## src/rtl/bus_arb_pkg.sv

```systemverilog
// Shared types and helpers for the bus round-robin arbiter and its ID FIFO.
package bus_arb_pkg;

    typedef enum logic {
        ArbFixed      = 1'b0,
        ArbRoundRobin = 1'b1
    } arb_mode_e;

    // Host IDs need at least one bit even when there is a single host.
    function automatic int host_id_width(input int nr_hosts);
        return (nr_hosts > 1) ? $clog2(nr_hosts) : 1;
    endfunction

endpackage

```

## src/rtl/bus_arb_id_fifo.sv

```systemverilog
// Small in-order FIFO of granted host IDs; the head is visible combinationally
// so a response can be steered in the cycle it arrives.
module bus_arb_id_fifo #(
    parameter int Depth = 2,
    parameter int Width = 2
) (
    input  logic                       clk_i,
    input  logic                       rst_i,
    input  logic                       push_i,
    input  logic                       pop_i,
    input  logic [Width-1:0]           wdata_i,
    output logic [Width-1:0]           rdata_o,
    output logic                       full_o,
    output logic                       empty_o,
    output logic [$clog2(Depth+1)-1:0] count_o
);

    localparam int PtrW = (Depth > 1) ? $clog2(Depth) : 1;
    localparam int CntW = $clog2(Depth + 1);

    logic [Width-1:0] mem_q [Depth];
    logic [PtrW-1:0]  wr_ptr_q, wr_ptr_d;
    logic [PtrW-1:0]  rd_ptr_q, rd_ptr_d;
    logic [CntW-1:0]  count_q, count_d;
    logic             push_ok, pop_ok;

    assign full_o  = (count_q == CntW'(Depth));
    assign empty_o = (count_q == '0);
    assign count_o = count_q;
    assign rdata_o = mem_q[rd_ptr_q];

    assign push_ok = push_i & ~full_o;
    assign pop_ok  = pop_i & ~empty_o;

    always_comb begin
        wr_ptr_d = wr_ptr_q;
        rd_ptr_d = rd_ptr_q;
        count_d  = count_q;
        if (push_ok) begin
            wr_ptr_d = (wr_ptr_q == PtrW'(Depth - 1)) ? '0 : wr_ptr_q + PtrW'(1);
        end
        if (pop_ok) begin
            rd_ptr_d = (rd_ptr_q == PtrW'(Depth - 1)) ? '0 : rd_ptr_q + PtrW'(1);
        end
        case ({push_ok, pop_ok})
            2'b10:   count_d = count_q + CntW'(1);
            2'b01:   count_d = count_q - CntW'(1);
            default: count_d = count_q;
        endcase
    end

    always_ff @(posedge clk_i) begin
        if (rst_i) begin
            wr_ptr_q <= '0;
            rd_ptr_q <= '0;
            count_q  <= '0;
        end else begin
            wr_ptr_q <= wr_ptr_d;
            rd_ptr_q <= rd_ptr_d;
            count_q  <= count_d;
        end
    end

    // Storage needs no reset: entries are only read while counted as valid.
    always_ff @(posedge clk_i) begin
        if (push_ok) begin
            mem_q[wr_ptr_q] <= wdata_i;
        end
    end

endmodule

```

## src/rtl/bus_rr_arbiter.sv

```systemverilog
// N-host to single-device bus arbiter with round-robin or fixed priority,
// bounded outstanding requests and in-order response routing.
module bus_rr_arbiter
    import bus_arb_pkg::*;
#(
    parameter int   NrHosts        = 3,
    parameter int   DataWidth      = 32,
    parameter int   AddressWidth   = 32,
    parameter int   MaxOutstanding = 2,
    parameter logic RoundRobin     = 1'b1
) (
    input  logic                                clk_i,
    input  logic                                rst_i,
    input  logic                                host_req_i   [NrHosts],
    input  logic [AddressWidth-1:0]             host_addr_i  [NrHosts],
    input  logic                                host_we_i    [NrHosts],
    input  logic [3:0]                          host_be_i    [NrHosts],
    input  logic [DataWidth-1:0]                host_wdata_i [NrHosts],
    output logic                                host_gnt_o   [NrHosts],
    output logic                                host_rvalid_o[NrHosts],
    output logic                                host_err_o   [NrHosts],
    output logic [DataWidth-1:0]                host_rdata_o [NrHosts],
    output logic                                dev_req_o,
    output logic [AddressWidth-1:0]             dev_addr_o,
    output logic                                dev_we_o,
    output logic [3:0]                          dev_be_o,
    output logic [DataWidth-1:0]                dev_wdata_o,
    input  logic                                dev_gnt_i,
    input  logic                                dev_rvalid_i,
    input  logic                                dev_err_i,
    input  logic [DataWidth-1:0]                dev_rdata_i,
    output logic [$clog2(MaxOutstanding+1)-1:0] outstanding_o,
    output logic                                unexp_rsp_o
);

    localparam int        IdW  = host_id_width(NrHosts);
    localparam arb_mode_e Mode = arb_mode_e'(RoundRobin);

    logic [IdW-1:0] rr_ptr_q, rr_ptr_d;
    logic           unexp_q, unexp_d;
    logic [IdW-1:0] start_idx, win_idx, head_id;
    logic [IdW:0]   scan_idx;
    logic           any_req, accept, pop, fifo_full, fifo_empty;

    // Scan from the highest offset down so the lowest offset from start wins.
    always_comb begin
        start_idx = (Mode == ArbRoundRobin) ? rr_ptr_q : '0;
        win_idx   = '0;
        any_req   = 1'b0;
        scan_idx  = '0;
        for (int k = NrHosts - 1; k >= 0; k--) begin
            scan_idx = {1'b0, start_idx} + (IdW+1)'(k);
            if (scan_idx >= (IdW+1)'(NrHosts)) begin
                scan_idx = scan_idx - (IdW+1)'(NrHosts);
            end
            if (host_req_i[scan_idx[IdW-1:0]]) begin
                win_idx = scan_idx[IdW-1:0];
                any_req = 1'b1;
            end
        end
    end

    // Fullness comes from registered count only, keeping dev_rvalid_i off this path.
    assign dev_req_o = any_req & ~fifo_full & ~rst_i;
    assign accept    = dev_req_o & dev_gnt_i;
    assign pop       = dev_rvalid_i & ~fifo_empty;

    always_comb begin
        dev_addr_o  = '0;
        dev_we_o    = 1'b0;
        dev_be_o    = '0;
        dev_wdata_o = '0;
        if (dev_req_o) begin
            dev_addr_o  = host_addr_i[win_idx];
            dev_we_o    = host_we_i[win_idx];
            dev_be_o    = host_be_i[win_idx];
            dev_wdata_o = host_wdata_i[win_idx];
        end
    end

    for (genvar gi = 0; gi < NrHosts; gi++) begin : g_host
        logic rsp_hit;
        assign rsp_hit           = pop & (head_id == IdW'(gi));
        assign host_gnt_o[gi]    = accept & (win_idx == IdW'(gi));
        assign host_rvalid_o[gi] = rsp_hit;
        assign host_err_o[gi]    = rsp_hit & dev_err_i;
        assign host_rdata_o[gi]  = rsp_hit ? dev_rdata_i : '0;
    end

    bus_arb_id_fifo #(
        .Depth (MaxOutstanding),
        .Width (IdW)
    ) u_id_fifo (
        .clk_i   (clk_i),
        .rst_i   (rst_i),
        .push_i  (accept),
        .pop_i   (pop),
        .wdata_i (win_idx),
        .rdata_o (head_id),
        .full_o  (fifo_full),
        .empty_o (fifo_empty),
        .count_o (outstanding_o)
    );

    always_comb begin
        rr_ptr_d = rr_ptr_q;
        if (accept && (Mode == ArbRoundRobin)) begin
            rr_ptr_d = (win_idx == IdW'(NrHosts - 1)) ? '0 : win_idx + IdW'(1);
        end
        unexp_d = unexp_q | (dev_rvalid_i & fifo_empty);
    end

    always_ff @(posedge clk_i) begin
        if (rst_i) begin
            rr_ptr_q <= '0;
            unexp_q  <= 1'b0;
        end else begin
            rr_ptr_q <= rr_ptr_d;
            unexp_q  <= unexp_d;
        end
    end

    assign unexp_rsp_o = unexp_q;

endmodule

```

## config.mk

```make
export PLATFORM = sky130hd
export DESIGN_NAME = bus_rr_arbiter
export DESIGN_NICKNAME = d
export VERILOG_FILES = /design/src/rtl/bus_arb_pkg.sv /design/src/rtl/bus_arb_id_fifo.sv /design/src/rtl/bus_rr_arbiter.sv
export SDC_FILE = /design/constraint.sdc
export NUM_CORES = 1
export LEC_CHECK = 0
export BUFFER_PORTS_ARGS = -buffer_cell sky130_fd_sc_hd__clkbuf_2
export CAP_MARGIN = 20
export CORE_AREA = 2 2 167 169
export DETAILED_ROUTE_END_ITERATION = 16
export DIE_AREA = 0 0 169 171
export GPL_ROUTABILITY_DRIVEN = 0
export SKIP_CTS_REPAIR_TIMING = 1
export SYNTH_ARGS = -nofsm -noshare
export SYNTH_HDL_FRONTEND = slang
export SYNTH_SLANG_ARGS = --single-unit
export TNS_END_PERCENT = 5
```

## constraint.sdc

```tcl
create_clock -name clk_i -period 3.19 [get_ports clk_i]
set_input_delay 0.638 -clock clk_i [delete_from_list [all_inputs] [get_ports clk_i]]
set_output_delay 0.638 -clock clk_i [all_outputs]
set_load 0.01 [all_outputs]
```

==> results by group, run 1 <==
Outcome
  • Status: finished clean

Place
  • Placed instance count: about 1,400
  • Number of port buffers: roughly 420
  • Dpl cell area: between 6000 and 7000 µm²
  • HPWL Detailed: ~18 mm

Route
  • Final ANT Viol Nets: 0
  • DRT iter0 DRCs: 303
  • Mean routed wirelength per cell: around 17 µm
  • Via count: 6,446
  • Via density per instance: between 4 and 5
  • Total Routed Length: between 20 and 25 mm
  • Drc violations: 0
  • DR pass1 iterations: 5

Pwr
  • Sequential group share of total power: approximately 6.3%
  • VDD IR-drop max: approximately 0.00034 V
  • Pwr per Cell Area: between 500 and 600 nW/µm²
  • Cell Int Power: around 0.0017 W
  • Net Switching: 0.002201 W
  • Clock power share: ~6.0%
  • P_leak: between 3 and 4 nW
  • Combinational Power Share: about 90%
  • Switching share of power: a little under three fifths

Clock tree
  • Clock transition at the registers of the reported paths: 0.04 ns
  • Root Buffer: clkbuf_16
  • Clk sinks: 12
  • Clock Path Buffers: 2
  • CTS buffer count: 3
  • CTS tree: built
  • H-tree level count: 1
  • Clock Latency Late Sink: 0.24 ns

Yosys
  • Post-synth ARST share: 0%
  • Mean Syn Cell Area: around 6.1 µm²
  • Top_reg_cell synth: dfxtp_1
  • Post-Syn Nets: slightly above 900
  • Ys Warns: 0
  • Mapped Cells: slightly below 700
  • Seq/Total Area, Yosys: under 10%
  • Netlist Area Pre-Place: between 4000 and 5000 µm²
  • Number of flops mapped to enable cells by yosys: 4
  • Yosys cell types: 39
  • #FFs+latches synth: 12

Layout
  • Share of layout cells above drive strength 1: 46.02%
  • Area grow syn2layout: 67.27%
  • Final core occ: between 20% and 30%
  • Most frequent cells in the layout: clkbuf_2, nand2_1, and2_1, inv_1, nand3_1
  • Most common cell after layout, fill and taps aside: clkbuf_2
  • Layout net count: 1,309
  • Layout Cells excl Fill: 1,404
  • Design Area, Final: 6854 µm²

Floorplan
  • Number of cell rows: 61
  • Die Y: 171 µm
  • Initial Utilization: 15.00%
  • Core footprint: ~27,000 µm²
  • I/O pins: roughly 430
  • Total Die Area: between 20,000 and 30,000 µm²
  • Die W: 169 µm

Global routing
  • Vias in the first global route: 5,675
  • Largest net degree at the start of global routing: 87
  • Wire length of the first global-routing pass: 31.79 mm
  • Initial antenna violation count: 2
  • Gr ovfl total: 0
  • Gr usage total: around 14%

STA
  • Post-layout min period: 3.142 ns
  • Fmax: 0.3182 GHz
  • Unrepaired setup endpoints after global routing: true
  • Final hold slack: ~0.47 ns
  • Clock skew: 0.007172 ns
  • Final Max Tran Viols: 0
  • Fin crit share: slightly below 100%
  • Slew margin rel.: 54.11%
  • Worst-margin pin slew: around 0.68 ns
  • Final hold viol count: 0
  • Final setup viols: 0
  • Sum of negative setup slack: 0 ns

Worst setup path
  • Worst EP arrival: 2.50 ns
  • CP Launch Type: flip-flop
  • Crit Path Max Fanout: 34
  • Crit path required time: around 2.6 ns
  • Crit path capture type: output pin
  • Crit Path Category: flip-flop to output pin

Min path
  • Worst Hold Class: flip-flop to flip-flop

Flow run
  • Max_cap viols: 0
## power groups by stage
stage	registers [W]	clock network, W	logic [W]
after floorplan	0.000241	0	0.00197
after global placement	0.000241	0	0.00322
after detailed placement	0.000244	0	0.00325
after CTS	0.000241	0.000240	0.00326
after global routing	0.000253	0.000250	0.00373
final	0.000245	0.000235	0.00343
## layout make-up
cell class,count,area (µm²)
antenna,2,5.005
clock buffer,4,78.83
inverter,77,289.0
timing repair buffer,452,2492
tap,346,432.9
multi-input combinational,511,3273
fill,3071,20470
sequential,12,282.8
## flip-flops by register name, indices dropped and copies added (netlist names), named ones only
| register | flops |
|---|---|
| u_id_fifo.rd_ptr_q | 1 |
| u_id_fifo.count_o | 2 |
| rr_ptr_q | 2 |
| unexp_rsp_o | 1 |
| u_id_fifo.wr_ptr_q | 1 |
| u_id_fifo.mem_q | 4 |
## critical path, cell delays in order, from the launching register on
cell and delay (ns):
dfxtp_2 0.34, inv_1 0.09, ha_2 0.23, mux2_2 0.34
a41o_1 0.27, nand2_2 0.12, buf_6 0.30, o221ai_1 0.25
o2bb2ai_1 0.17, clkbuf_2 0.12
## kinds of logic (layout without fill, tap and decap cells)
family                   count (synthesis)  after routing  synth area share (%)
multiplexers                             2              2                0.6411
adder cells (fa/ha/maj)                  5              5                 1.527
AND/OR/NAND/NOR                        341            341                 40.34
AO/OA/AOI/OAI                          159            159                 33.53
XOR/XNOR                                 4              4                0.8551
other                                    0              2                     0
buffers and inverters                  151            533                 16.27
flip-flops                              12             12                 6.840
## through the flow
stage,power (W),worst slack (ns)
after floorplan,0.002206,0.4200
after global placement,0.003460,0.1497
after detailed placement,0.003491,0.1377
after CTS,0.003745,-0.1363
after global routing,0.004230,-0.03727
final,0.003909,0.04774
## metal layers
layer,wire length (µm),up-vias,global-route usage (%)
met5,0,-,0
met4,853,0,5.797
met3,2014,32,3.169
met2,11660,353,26.76
met1,8950,2943,15.53
li1,-,3118,-
## synth_stat cells, types with 2 or more instances
library cell / instances / area [µm²]
buf_4: 4 / 30.03
nand3_1: 69 / 345.3
clkbuf_1: 51 / 191.4
a32oi_1: 2 / 17.52
nor2_1: 17 / 63.81
o21ai_0: 4 / 20.02
and2_1: 100 / 625.6
buf_6: 10 / 112.6
o221ai_1: 69 / 604.3
nor2b_1: 2 / 12.51
and3b_1: 2 / 17.52
ha_1: 5 / 62.56
o2bb2ai_1: 69 / 604.3
buf_2: 8 / 40.04
dfxtp_1: 8 / 160.2
nand2_1: 143 / 536.8
a21oi_1: 6 / 30.03
nand2b_1: 3 / 18.77
xor2_1: 3 / 26.28
inv_1: 77 / 289.0
edfxtp_1: 4 / 120.1
## worst paths after layout
check                      startpoint                           endpoint  slack, ns  cells after the start
max          rr_ptr_q[0]$_SDFFE_PP0N_                    dev_wdata_o[11]       0.05                      9
min reg2reg    unexp_rsp_o$_SDFF_PP0_             unexp_rsp_o$_SDFF_PP0_       0.47                      2
min            unexp_rsp_o$_SDFF_PP0_             unexp_rsp_o$_SDFF_PP0_       0.47                      2
max reg2reg  rr_ptr_q[1]$_SDFFE_PP0N_  u_id_fifo.count_o[1]$_SDFFE_PP0P_       0.43                      9
(Power assumes the default switching activity.)
==> inputs of run 2 (changes only) <==
--- a/config.mk
+++ b/config.mk
@@ -8,10 +8,13 @@
 export BUFFER_PORTS_ARGS = -buffer_cell sky130_fd_sc_hd__clkbuf_2
 export CAP_MARGIN = 20
 export CORE_AREA = 2 2 167 169
+export CTS_CLUSTER_DIAMETER = 100
 export DETAILED_ROUTE_END_ITERATION = 16
 export DIE_AREA = 0 0 169 171
 export GPL_ROUTABILITY_DRIVEN = 0
+export SETUP_SLACK_MARGIN = 0.2
 export SKIP_CTS_REPAIR_TIMING = 1
+export SLEW_MARGIN = 20
 export SYNTH_ARGS = -nofsm -noshare
 export SYNTH_HDL_FRONTEND = slang
 export SYNTH_SLANG_ARGS = --single-unit
==> run 2 against run 1 <==
Effect of this change:
- sequential power increased by 2%
- combinational power increased by 11%
- flip-flop and latch count unchanged
- die area unchanged
- worst setup slack improved by 0.087 ns
- count of clock-buffer cells in the layout unchanged
- total power increased by 10%
- fmax increased by 2.8%
- register-to-register slack improved by 0.09 ns
- largest cell class unchanged
==> results by group, run 2 (synthesis gave the netlist of run 1 again) <==
Outcome
  • Status: finished clean

Min path
  • Worst Hold Class: flip-flop to flip-flop

Place
  • Placed instance count: about 1,400
  • Number of port buffers: 424
  • HPWL Detailed: between 15 and 20 mm
  • Worst setup slack after placement: roughly 0.14 ns

Worst setup path
  • Buf/Inv on CP: 5
  • Critical Path Sink: dev_addr_o[7]
  • R2r worst-path depth: 11
  • CP max stage cell: o31a_4
  • Reg-to-reg endpoint: u_id_fifo.count_o[1]$_SDFFE_PP0P_
  • Crit-path cells: inv_2 -> ha_4 -> buf_4 -> a221oi_2 -> a32oi_2 -> o31a_4 -> buf_4 -> clkbuf_16 -> nand2_1 -> o2bb2ai_1 -> clkbuf_2
  • CP Launch Type: flip-flop
  • CP peak stage delay: about 0.46 ns
  • Worst EP arrival: about 2.4 ns
  • Crit path capture type: output pin
  • CP dominant cell by count: buf_4
  • R2r startpoint: rr_ptr_q[1]$_SDFFE_PP0N_
  • Crit Path Max Fanout: 7
  • R2R Setup Slk: 0.52 ns
  • Crit Path Category: flip-flop to output pin
  • Worst path depth: 11
  • Crit path required time: ~2.6 ns
  • CP top delay family: compound AO/OA/AOI/OAI gates
  • Worst Setup SP: rr_ptr_q[1]$_SDFFE_PP0N_

Global routing
  • Vias in the first global route: approximately 5,700
  • Gr usage total: between 10% and 20%
  • Gr ovfl total: 0
  • Wire length of the first global-routing pass: about 32 mm
  • Initial antenna violation count: 2
  • Largest net degree at the start of global routing: 87

Pwr
  • Switching share of power: 54.54%
  • Net Switching: approximately 0.0023 W
  • Sequential group share of total power: 5.8%
  • Combinational Power Share: slightly below 90%
  • Pwr per Cell Area: about 600 nW/µm²
  • Cell Int Power: 0.001957 W
  • Total power: ~0.0043 W
  • Clock power share: 5.4%
  • VDD IR-drop max: approximately 0.00031 V
  • P_leak: ~3.8 nW

STA
  • Post-layout min period: 3.056 ns
  • Final worst slack: around 0.13 ns
  • Slew margin rel.: a little over half
  • Final Max Tran Viols: 0
  • Fin crit share: 95.79%
  • Sum of negative setup slack: 0 ns
  • Worst-margin pin slew: a little under 0.7 ns
  • Clock skew: just over 0.005 ns
  • Final hold viol count: 0
  • Final setup viols: 0
  • Unrepaired setup endpoints after global routing: true
  • Fmax: around 0.33 GHz

Route
  • Mean routed wirelength per cell: 17.45 µm
  • DRT iter0 DRCs: 378
  • Via count: around 6,600
  • Final ANT Viol Nets: 0
  • DR pass1 iterations: 6
  • Drc violations: 0
  • Via density per instance: approximately 4.7
  • Total Routed Length: 24.78 mm

Clock tree
  • Clk sinks: 12
  • Root Buffer: clkbuf_16
  • CTS tree: built
  • Clock transition at the registers of the reported paths: ~0.05 ns
  • CTS buffer count: 3
  • H-tree level count: 1
  • Clock Latency Late Sink: around 0.24 ns
  • Clock Path Buffers: 2

Floorplan
  • Die Y: approximately 170 µm
  • Die W: 169 µm
  • Core footprint: about 27,000 µm²
  • I/O pins: 425
  • Number of cell rows: a little over 60
  • Total Die Area: ~29,000 µm²
  • Initial Utilization: between 10% and 20%

Layout
  • Layout net count: 1,325
  • Share of layout cells above drive strength 1: a little under half
  • Biggest register: u_id_fifo.mem_q
  • Most frequent cells in the layout: clkbuf_2, nand2_1, and2_1, inv_1, nand3_1
  • Max reg flops: 4
  • Most common cell after layout, fill and taps aside: clkbuf_2
  • Area grow syn2layout: 74.66%
  • Final core occ: roughly a quarter
  • Layout Cells excl Fill: about 1,400

Flow run
  • Max_cap viols: 0
[run 2: changes by cell type in the layout (fill, tap and decap cells not counted), moves of 2 or more]
cell       previous run  this run
dfxtp_4               0         2
dfxtp_2               2         0
nand2_1             140       137
o221ai_1             66        68
inv_1                77        75
buf_4                16        24
o2bb2ai_1            63        61
clkbuf_16             5        11
inv_2                 0         2
nand2_2               3         5
o221ai_2              3         1
buf_12                7        10
[run 2: metrics by stage]
step / hold WS, ns / area, µm²
floorplan: 0.4725 / 4098
global placement: 0.4555 / 6573
detailed placement: 0.4607 / 6573
CTS: 0.4710 / 6651
global route: 0.5240 / 7157
finish: 0.4682 / 7157
[run 2: worst min-delay path by stage]
stage,slack (ns),end,from,cells after the start
4_1_cts,0.47,unexp_rsp_o$_SDFF_PP0_,unexp_rsp_o$_SDFF_PP0_,2
2_1_floorplan,0.47,flip-flop,u_id_fifo.rd_ptr_q$_SDFFE_PP0P_,2
3_3_place_gp,0.46,unexp_rsp_o$_SDFF_PP0_,unexp_rsp_o$_SDFF_PP0_,2
5_1_grt,0.52,unexp_rsp_o$_SDFF_PP0_,unexp_rsp_o$_SDFF_PP0_,2
3_5_place_dp,0.46,unexp_rsp_o$_SDFF_PP0_,unexp_rsp_o$_SDFF_PP0_,2
6_report,0.47,unexp_rsp_o$_SDFF_PP0_,unexp_rsp_o$_SDFF_PP0_,2
[run 2: power groups by stage]
| stage | clock [W] | combinational, W | sequential, W |
|---|---|---|---|
| 6_report | 0.000233 | 0.00382 | 0.000250 |
| 5_1_grt | 0.000250 | 0.00411 | 0.000257 |
| 4_1_cts | 0.000240 | 0.00326 | 0.000241 |
| 3_5_place_dp | 0 | 0.00325 | 0.000244 |
| 3_3_place_gp | 0 | 0.00322 | 0.000241 |
| 2_1_floorplan | 0 | 0.00197 | 0.000241 |
[run 2: layout make-up]
class,count,area (µm²)
tap,346,432.9
fill,3062,20170
inverter,77,289.0
multi-input combinational,511,3309
sequential,12,287.8
timing repair buffer,468,2754
antenna,2,5.005
clock buffer,4,78.83
[run 2: metal layers]
metal  share of wire (%)  vias to the layer above  wire length [µm]  global-route usage [%]
li1                    -                     3156                 -                       -
met1                  37                     3040              9246                   15.53
met2                  50                      400             12320                   26.76
met3                 9.4                       38              2321                   3.169
met4                 3.6                        0               893                   5.797
met5                   0                        -                 0                       0
[run 2: worst reg2reg max path, stage by stage, from the launching register on]
cell,delay [ns]
dfxtp_4,0.37
inv_2,0.06
ha_4,0.17
buf_4,0.13
a221oi_2,0.25
a32oi_2,0.10
buf_4,0.16
o31ai_2,0.38
buf_4,0.20
ha_1,0.25
or3_1,0.38
a21oi_1,0.14
==> inputs of run 3 (changes only) <==
--- a/config.mk
+++ b/config.mk
@@ -12,6 +12,7 @@
 export DETAILED_ROUTE_END_ITERATION = 16
 export DIE_AREA = 0 0 169 171
 export GPL_ROUTABILITY_DRIVEN = 0
+export GPL_TIMING_DRIVEN = 0
 export SETUP_SLACK_MARGIN = 0.2
 export SKIP_CTS_REPAIR_TIMING = 1
 export SLEW_MARGIN = 20
==> run 3 against run 2 <==
Effect of this change:
- utilization increased by 1.3 points
- critical path type unchanged
- largest power group unchanged
- die area unchanged
- largest cell class unchanged
- final area increased by 4.8%
- highest routed layer is now met5
==> results by group, run 3 (synthesis gave the netlist of run 1 again) <==
Outcome
  • Status: finished clean

STA
  • Final hold slack: ~0.48 ns
  • Clock skew: about 0.0026 ns
  • Final setup viols: 0
  • Sum of negative setup slack: 0 ns
  • Unrepaired setup endpoints after global routing: true
  • Post-layout min period: between 3 and 4 ns
  • Fmax: between 0.3 and 0.4 GHz
  • Final Max Tran Viols: 0
  • Fin crit share: between 90% and 100%
  • Slew margin rel.: between 50% and 60%
  • Worst-margin pin slew: a little over 0.7 ns
  • Final hold viol count: 0

Worst setup path
  • Crit path capture type: output pin
  • Worst EP arrival: roughly 2.5 ns
  • CP Launch Type: flip-flop
  • Crit path required time: 2.55 ns
  • Crit Path Max Fanout: 10
  • Crit Path Category: flip-flop to output pin

Clock tree
  • Clock Path Buffers: 2
  • Clk sinks: 12
  • CTS tree: built
  • Clock transition at the registers of the reported paths: roughly 0.040 ns
  • Root Buffer: clkbuf_16
  • H-tree level count: 1
  • Clock Latency Late Sink: 0.24 ns
  • CTS buffer count: 3

Pwr
  • Pwr per Cell Area: 620.8 nW/µm²
  • VDD IR-drop max: approximately 0.00022 V
  • P_leak: roughly 4 nW

Route
  • DRT iter0 DRCs: between 300 and 400
  • Total Routed Length: between 20 and 30 mm
  • Via density per instance: ~4.6
  • Mean routed wirelength per cell: 19.02 µm
  • Via count: between 6,000 and 7,000
  • Drc violations: 0
  • Final ANT Viol Nets: 0
  • DR pass1 iterations: 4

Floorplan
  • Initial Utilization: 15.00%
  • Number of cell rows: 61
  • Total Die Area: between 20,000 and 30,000 µm²
  • Core footprint: between 20,000 and 30,000 µm²
  • Die W: ~170 µm
  • I/O pins: between 400 and 500
  • Die Y: 171 µm

Global routing
  • Gr usage total: 16.79%
  • Wire length of the first global-routing pass: between 30 and 40 mm
  • Initial antenna violation count: 2
  • Largest net degree at the start of global routing: 11
  • Vias in the first global route: around 6,200
  • Gr ovfl total: 0

Layout
  • Share of layout cells above drive strength 1: between 40 and 50%
  • Most common cell after layout, fill and taps aside: clkbuf_2
  • Layout net count: 1,376
  • Biggest register: u_id_fifo.mem_q
  • Most frequent cells in the layout: clkbuf_2, nand2_1, and2_1, inv_1, nand3_1
  • Filler cell count: between 3,000 and 4,000
  • Area grow syn2layout: 83.08%
  • Max reg flops: 4

Place
  • Number of port buffers: 423
  • HPWL Detailed: 22.32 mm

Min path
  • Worst Hold Class: flip-flop to flip-flop

Flow run
  • Max_cap viols: 0
[run 3: changes by cell type in the layout (fill, tap and decap cells not counted), moves of 9 or more]
cell,previous run,this run
buf_2,0,37
buf_6,3,13
clkbuf_1,1,22
clkbuf_2,422,401
o221ai_1,68,52
o221ai_2,1,15
o2bb2ai_2,7,16
[run 3: where the power goes]
group | total (W) | leakage (nW) | internal, W | switching, W
Sequential | 0.000248 | 0.104 | 0.000205 | 0.0000431
Combinational | 0.00419 | 3.86 | 0.00173 | 0.00245
Clock | 0.000223 | 0.0370 | 0.000163 | 0.0000599
[run 3: per-layer routing]
layer  GRT usage [%]  vias to the layer above  wire (µm)
li1                -                     3265          -
met1           18.11                     3132      10260
met2           33.46                      358      14740
met3           2.938                       40       2053
met4           4.348                        2        864
met5               0                        -         13
[run 3: final timing paths]
path,from,depth (start not counted),slack (ns),endpoint
hold reg to reg,unexp_rsp_o$_SDFF_PP0_,2,0.48,unexp_rsp_o$_SDFF_PP0_
hold / removal,unexp_rsp_o$_SDFF_PP0_,2,0.48,unexp_rsp_o$_SDFF_PP0_
setup reg to reg,rr_ptr_q[1]$_SDFFE_PP0N_,9,0.37,u_id_fifo.count_o[1]$_SDFFE_PP0P_
setup / recovery,rr_ptr_q[1]$_SDFFE_PP0N_,12,0.02,dev_addr_o[9]
[run 3: area by class of cell]
cell class,count,area (µm²),area share (%)
Antenna cell,1,2.502,0.03336
Buffer,73,551.8,7.355
Clock buffer,3,75.07,1.001
Inverter,77,291.5,3.886
Multi-Input combinational cell,512,3487,46.48
Sequential cell,12,285.3,3.803
Tap cell,346,432.9,5.771
Timing Repair Buffer,445,2376,31.67
[run 3: worst max-delay path, stage by stage, from the launching register on]
cell and delay (ns):
dfxtp_4 0.36, inv_4 0.06, ha_4 0.17, mux2_4 0.34, and2_4 0.17, buf_8 0.14, o31a_1 0.29, buf_6 0.16
buf_12 0.15, buf_8 0.14, nand2_1 0.08, o2bb2ai_2 0.08, clkbuf_2 0.13
[run 3: metrics by stage]
stage	std cells	power (W)	util, %	worst slack (ns)	area [µm²]
floorplan	674	0.002206	-	0.4200	4098
global placement	1443	0.003586	24.33	-0.9021	6648
detailed placement	1443	0.003615	24.33	-0.8516	6648
CTS	1446	0.003849	24.60	-1.123	6723
global route	1469	0.004998	27.46	-0.05555	7502
finish	1469	0.004657	27.46	0.01877	7502
